===== config.mk =====
export PLATFORM = sky130hd
export DESIGN_NAME = trigger_match
export DESIGN_NICKNAME = d
export VERILOG_FILES = /design/src/rtl/trigger_match.sv
export SDC_FILE = /design/constraint.sdc
export NUM_CORES = 1
export LEC_CHECK = 0
export BUFFER_PORTS_ARGS = -buffer_cell sky130_fd_sc_hd__buf_2
export CAP_MARGIN = 20
export CORE_UTILIZATION = 49
export CTS_CLUSTER_SIZE = 20
export DETAILED_ROUTE_END_ITERATION = 12
export PLACE_DENSITY = 0.83
export SYNTH_ARGS = -nofsm -noshare
export SYNTH_HDL_FRONTEND = slang
export SYNTH_SLANG_ARGS = --single-unit

===== constraint.sdc =====
create_clock -name cpu_clk -period 1.5 [get_ports cpu_clk]
set_input_delay 0.225 -clock cpu_clk [delete_from_list [all_inputs] [get_ports cpu_clk]]
set_output_delay 0.225 -clock cpu_clk [all_outputs]
set_load 0.02 [all_outputs]

===== src/rtl/trigger_match.sv =====
// trigger_match: two mcontrol triggers matching fetch PC or load/store address, with a one-deep request handshake.
// Optional NAPOT match mode (match==1) is built only when KRV_TRIGGER_NAPOT_EN is defined.
module trigger_match (
    input  logic        cpu_clk,
    input  logic        cpu_rstn,
    input  logic [31:0] tdata1_t0,
    input  logic [31:0] tdata1_t1,
    input  logic [31:0] tdata2_t0,
    input  logic [31:0] tdata2_t1,
    input  logic        if_valid,
    input  logic [31:0] if_pc,
    input  logic        ls_valid,
    input  logic        ls_wr,
    input  logic [31:0] ls_addr,
    input  logic        dbg_mode,
    input  logic        trig_flush,
    output logic        trig_req,
    input  logic        trig_ack,
    output logic        trig_dbg,
    output logic        trig_idx,
    output logic [31:0] trig_tval,
    output logic        trig_hit_set,
    output logic        trig_hit_idx
);

    typedef enum logic {IDLE, PEND} state_t;

    typedef struct packed {
        logic fire;
        logic idx;
        logic dbg;
    } cand_t;

    function automatic logic addr_cmp(input logic [3:0] mode, input logic [31:0] tdata2,
                                      input logic [31:0] addr);
        logic hit;
        hit = 1'b0;
        case (mode)
            4'd0: hit = (addr == tdata2);
`ifdef KRV_TRIGGER_NAPOT_EN
            // tdata2 ^ (tdata2+1) covers bits [k:0] (k = trailing ones); all-ones wraps to a full mask
            4'd1: hit = (((addr ^ tdata2) & ~(tdata2 ^ (tdata2 + 32'd1))) == 32'd0);
`endif
            4'd2: hit = (addr >= tdata2);
            4'd3: hit = (addr < tdata2);
            default: hit = 1'b0;
        endcase
        return hit;
    endfunction

    function automatic logic armed(input logic [31:0] tdata1, input logic in_debug);
        return (tdata1[31:28] == 4'd2) && tdata1[6] && !in_debug;
    endfunction

    // Pick the winner within one address source; a chained pair reports as trigger 1.
    function automatic cand_t resolve(input logic chain, input logic hit0, input logic hit1,
                                      input logic [3:0] act0, input logic [3:0] act1);
        cand_t c;
        c = '0;
        if (chain) begin
            if (hit0 && hit1 && (act1 <= 4'd1))
                c = '{fire: 1'b1, idx: 1'b1, dbg: (act1 == 4'd1)};
        end else if (hit0 && (act0 <= 4'd1)) begin
            c = '{fire: 1'b1, idx: 1'b0, dbg: (act0 == 4'd1)};
        end else if (hit1 && (act1 <= 4'd1)) begin
            c = '{fire: 1'b1, idx: 1'b1, dbg: (act1 == 4'd1)};
        end
        return c;
    endfunction

    logic [1:0][31:0] td1;
    logic [1:0][31:0] td2;
    logic [1:0]       exe_hit;
    logic [1:0]       ls_hit;
    cand_t            exe_cand;
    cand_t            ls_cand;
    cand_t            sel_cand;
    logic [31:0]      sel_addr;
    state_t           state;
    logic             unused_fields;

    assign td1 = {tdata1_t1, tdata1_t0};
    assign td2 = {tdata2_t1, tdata2_t0};
    assign unused_fields = ^{td1[0][27:16], td1[0][5:3], td1[1][27:16], td1[1][11], td1[1][5:3]};

    always_comb begin
        exe_hit = '0;
        ls_hit  = '0;
        for (int n = 0; n < 2; n++) begin
            exe_hit[n] = armed(td1[n], dbg_mode) && td1[n][2] && if_valid
                         && addr_cmp(td1[n][10:7], td2[n], if_pc);
            ls_hit[n]  = armed(td1[n], dbg_mode) && ls_valid && (ls_wr ? td1[n][1] : td1[n][0])
                         && addr_cmp(td1[n][10:7], td2[n], ls_addr);
        end
    end

    assign exe_cand = resolve(td1[0][11], exe_hit[0], exe_hit[1], td1[0][15:12], td1[1][15:12]);
    assign ls_cand  = resolve(td1[0][11], ls_hit[0], ls_hit[1], td1[0][15:12], td1[1][15:12]);
    assign sel_cand = exe_cand.fire ? exe_cand : ls_cand;
    assign sel_addr = exe_cand.fire ? if_pc : ls_addr;

    // NOTE: every register here, request payload included, is reset so a stale request can never leak out.
    always_ff @(posedge cpu_clk or negedge cpu_rstn) begin
        if (!cpu_rstn) begin
            state        <= IDLE;
            trig_req     <= 1'b0;
            trig_dbg     <= 1'b0;
            trig_idx     <= 1'b0;
            trig_tval    <= 32'h0;
            trig_hit_set <= 1'b0;
            trig_hit_idx <= 1'b0;
        end else begin
            // NOTE: non-blocking assignments keep every register sampling pre-edge values.
            trig_hit_set <= 1'b0;
            case (state)
                IDLE: begin
                    if (sel_cand.fire && !trig_flush) begin
                        state        <= PEND;
                        trig_req     <= 1'b1;
                        trig_dbg     <= sel_cand.dbg;
                        trig_idx     <= sel_cand.idx;
                        trig_tval    <= sel_addr;
                        trig_hit_set <= 1'b1;
                        trig_hit_idx <= sel_cand.idx;
                    end
                end
                PEND: begin
                    // New matches are dropped here; flush and ack both retire the request.
                    if (trig_flush || trig_ack) begin
                        state    <= IDLE;
                        trig_req <= 1'b0;
                    end
                end
                default: begin
                    state    <= IDLE;
                    trig_req <= 1'b0;
                end
            endcase
        end
    end

endmodule


**After elaboration in Yosys (flattened, before gate mapping)**

Cells that the tools add are included.

- Output and inout port bits: 37
- Register bits after elaboration: 37

- Mux-type cells: 23
- Eq/ne operators: 14
- Reduce and logical (&&, ||, !) cells: 32
- Bitwise operators: 1
- Order comparisons: 10

Operators with widths:

| cell | number |
|---|---|
| $eq A32 B32 Y1 | 4 |
| $ge A32 B32 Y1 | 4 |
| $lt A32 B32 Y1 | 4 |
| $mux W32 | 1 |
| $mux W3 | 9 |
| $logic_and A1 B1 Y1 | 25 |
| $eq A4 B2 Y1 const B | 6 |
| $pmux W1 S3 | 4 |
| $eq A4 B1 Y1 const B | 2 |
| $le A4 B1 Y1 const B | 2 |
| $logic_not A4 Y1 | 2 |
| $mux W1 | 7 |
| $pmux W1 S2 | 2 |
| $reduce_and A2 Y1 | 2 |
| $logic_not A1 Y1 | 2 |
| $ne A2 B1 Y1 const B | 1 |
| $ne A2 B2 Y1 const B | 1 |
| $logic_or A1 B1 Y1 | 1 |
| $not A1 Y1 | 1 |

**Longest topological paths before layout**

- Depth in word-level cells: 14
- Mapped depth: 13
- Mapped depth without buffers: 12

**Least setup slack after synthesis**

No wires, ideal clock.

- Path kind: input port to flip-flop
- From: in tdata2_t0[14]
- To: reg trig_tval[10]
- Cell stages on the path: 13
- Library setup time: 125 ps
- Path slack: -1488 ps
- Data arrival time: 2863 ps
- Path through: inv_1 ha_1 a21oi_1 nand2_1 a221oi_1 a31oi_2 o41ai_2 a21oi_2 and2_2 a21oi_4 buf_4 mux2_2 mux2_4

- Cells in the longest elaborated chain, start to end: 10
- Elaborated cells on any way between the ends: 26

Ends and longest elaborated chain:

| what | RTL line | RTL |
|---|---|---|
| start, declared | 8 | `input logic [31:0] tdata2_t0,` |
| $lt A32 B32 Y1, or another cell as far along | 45 | `4'd3: hit = (addr < tdata2);` |
| $pmux W1 S3 | 38 | `case (mode)` |
| $logic_and A1 B1 Y1, on equally long branches | 93, 91 |  |
| $logic_and A1 B1 Y1 (2 in series) | 61 | `if (hit0 && hit1 && (act1 <= 4'd1))` |
| $mux W3 | 61 |  |
| $mux W3 | 60 | `if (chain) begin` |
| $mux W3 | 99 | `assign sel_cand = exe_cand.fire ? exe_cand : ls_cand;` |
| $logic_and A1 B1 Y1 | 117 | `if (sel_cand.fire && !trig_flush) begin` |
| $reduce_and A2 Y1 (no source line) | n/a |  |
| end signal, assigned | 122 | `trig_tval <= sel_addr;` |
| end, declared | 21 | `output logic [31:0] trig_tval,` |

Parallel ways exist; a longest one is shown, timed or not.
A chain may end at the register's enable or synchronous reset.

**Final worst setup path**

- From: in tdata2_t0[22]
- To: reg trig_tval[16]

Same word-level chain as after synthesis.

==> key figures <==
Outcome
  • Status: finished with violations
  • Violated checks: negative setup slack

Worst hold path
  • Hold Crit Class: in -> reg

STA
  • Tightest hold margin: 0.1683 ns
  • Worst Skew: 0.009246 ns
  • Final hold vios: 0
  • Setup TNS: -53.68 ns
  • Tmin final: 3.003 ns
  • Final setup violating endpoints: 37
  • Worst Tran Pin Value: 0.5381 ns
  • Slack of the critical path: -1.503 ns
  • Fmax: 0.3330 GHz
  • RSZ-0062 raised after global routing: yes
  • Max-slew violation count: 0
  • Period Utilization, post-route: 200.2%
  • Max_slew headroom: 64.13%

Layout
  • Area grow syn2layout: 64.04%
  • ANT cells: 0
  • Reg area: 925.9 um^2
  • Footprint of the multi-input gates: 4591 um^2
  • Final Non-Filler Cells: 1081
  • FILL cells: 584
  • Fraction of layout cells with a size suffix above 1: 57.04%
  • Final #Nets: 1272
  • Post-route cell area: 8721 um^2

Die
  • Die Area: 11270 um^2
  • I/O pins: 237
  • Core area: 10420 um^2
  • Cell Rows: 37
  • DIE WIDTH: 106.2 um
  • Starting Density: 51.04%
  • Die height: 106.2 um

Global routing
  • Gr ovfl total: 0
  • Initial antenna violation count: 0
  • Number of global-route vias before repair: 6392
  • Total track usage: 34.21%
  • Largest net degree at the start of global routing: 21
  • First-pass GRT wire length: 30.23 mm

Logic synthesis
  • Mapped Area: 5316 um^2
  • FFs w/ async S/R, synth: 100.0%
  • Mapped Cells: 572
  • Synth Flop Type: dfrtp_1
  • Sequential share of the synthesized area: 17.42%
  • Synthesis Warnings: 0
  • Netlist cell types: 58
  • Post-synth EDFFs: 0
  • Mapped Avg Cell Area: 9.294 um^2
  • Syn nets: 900
  • Synth Register Bits: 37

Routing
  • Routed len/inst: 20.40 um
  • DRT Pass-1 Iters: 7
  • Initial DRC Count: 360
  • Post-route DRC: 0
  • Final wirelength: 22.06 mm
  • Mean number of vias per cell: 5.947
  • Detailed-route via count: 6429
  • Final antenna-violating net count: 0

Worst setup path
  • Worst path slowest cell: mux2_2
  • Crit-path max FO: 6
  • CP endpoint kind: flop
  • Crit-path leading delay family: simple AND/OR/NAND/NOR gates
  • Critical path buffer and inverter count: 5
  • Setup Crit Path Kind: in -> reg
  • CP startpoint kind: input port
  • Slowest stage delay, CP: 0.35 ns
  • Worst-path cell chain: buf_2 > inv_2 > ha_1 > nand2_2 > buf_4 > nor4_4 > nand4_1 > a31oi_2 > o21a_1 > a21oi_2 > and2_4 > a21oi_4 > buf_12 > buf_12 > mux2_2 > mux2_4
  • Cell mode on critical path: buf_12
  • Crit path DAT: 3.20 ns
  • WP data required: 1.70 ns

Placed design
  • PortBufs: 205
  • Routability congestion estimate: 0.8998
  • DP Cell Count: 1047
  • Area after DPL: 7690 um^2
  • Final HPWL DP: 15.80 mm

Clocking
  • CTS sink cnt: 37
  • H-tree depth: 2
  • Clock latency on the worst-skew pair: 0.31 ns
  • CTS max path bufs: 2
  • Clock root buffer: clkbuf_8
  • Reg clk slew, reported paths: 0.10 ns
  • Total CTS buffers: 5
  • CTS tree: yes

Pwr
  • P_leak: 4.709 nW
  • Max IR drop VDD: 0.3673 mV
  • PwrDens: 452.1 nW/um^2
  • Power Total: 3.942 mW

Job
  • Max_cap viols: 0
## cell usage after synthesis, types with 6 or more instances
cell type / instances / area (um^2)
a21o_1: 9 / 67.56
a21oi_1: 53 / 265.3
dfrtp_1: 37 / 925.9
ha_1: 128 / 1602
inv_1: 74 / 277.8
mux2_2: 39 / 439.2
mux2_4: 26 / 390.4
nand2_1: 36 / 135.1
nand3_1: 21 / 105.1
nand4_1: 29 / 181.4
nor2_1: 15 / 56.30
nor2b_1: 6 / 37.54
nor3_1: 7 / 35.03
nor4_1: 10 / 62.56
o211ai_1: 9 / 67.56
o21ai_0: 13 / 65.06
## state kept, by name, summed over array words and instances, names as in the netlist
name	count
state	1
trig_dbg	1
trig_hit_idx	1
trig_hit_set	1
trig_req	1
trig_tval	32
## metal layers
metal	share of wire, %	GRT usage [%]	up-vias
li1	-	-	2890
met1	38	39.39	3007
met2	48	62.66	387
met3	7.1	4.782	145
met4	6.4	14.58	0
met5	0	0	-
## area by class of cell
type                       instances  share of cell area, %
multi-input combinational        454                  52.64
timing repair buffer             372                  29.80
sequential                        37                  10.62
inverter                          74                  3.415
tap                              136                  1.951
clock buffer                       5                 0.7891
clock inverter                     3                 0.7891
## cell families after synthesis
kind of cell / share of synthesized area [%]
buffers and inverters: 6.778
flip-flops: 17.42
AO/OA/AOI/OAI: 14.64
multiplexers: 16.17
XOR/XNOR: 0.1648
AND/OR/NAND/NOR: 14.71
adder cells (fa/ha/maj): 30.12
## worst paths after layout
kind | from | endpoint | slack (ns) | cells past startpoint
max in group asynchronous | cpu_rstn | trig_tval[28] | 0.59 | 3
hold reg to reg | trig_tval[30] | trig_tval[30] | 0.51 | 1
min in group asynchronous | cpu_rstn | trig_tval[6] | 0.42 | 2
setup / recovery | tdata2_t0[22] | trig_tval[16] | -1.50 | 16
hold / removal | trig_ack | state | 0.17 | 4
setup reg to reg | state | trig_tval[16] | 0 | 5
## power by group
group	total (mW)	switching [mW]	internal (mW)
registers	0.997	0.000298	0.997
logic	1.82	0.901	0.919
clock network	1.13	0.455	0.671
total	3.94	1.36	2.59
## repair_timing
item	in CTS	in global routing
cloned	2	1
endpoints found under the setup margin	37	37
hold buffers	1	0
gates resized for setup	53	76
setup buffers	9	13
endpoints found under the hold margin	19	0
pin swaps	25	30
## metrics by stage
step	utilization, %	setup WS (ns)
floorplan	-	-1.426
global placement	73.83	-1.767
detailed placement	73.83	-1.828
CTS	79.09	-1.386
global route	83.72	-1.603
finish	83.72	-1.503
## worst reg2reg max path, stage by stage, from the launching register on
cell and delay [ns]:
dfrtp_1 0.41, nor2_1 0.23, o21ai_4 0.12, buf_12 0.15, clkbuf_16 0.17, mux2_4 0.30
## placed cells by master (no fill, tap or decap), drive strengths merged, types with 2 or more instances in the layout
cell / netlist / routed
dfrtp: 37 / 37
o21ai: 14 / 14
a211oi: 2 / 2
a21bo: 2 / 2
nand2b: 2 / 2
and2: 2 / 2
a221oi: 3 / 3
a2111oi: 2 / 2
nor2: 15 / 15
a21o: 9 / 9
nand2: 36 / 36
nand4b: 2 / 2
nand3: 21 / 21
o21a: 3 / 3
a21boi: 3 / 3
bufinv: 0 / 2
ha: 128 / 128
nand4: 29 / 29
o211ai: 9 / 9
inv: 74 / 75
nor2b: 6 / 6
mux2: 65 / 65
nor4bb: 2 / 2
clkbuf: 0 / 6
and3: 4 / 4
buf: 7 / 370
nor4: 11 / 11
nor3: 7 / 7
mux2i: 3 / 3
a21oi: 56 / 56
Note: power is estimated with default switching activity, not from simulation.
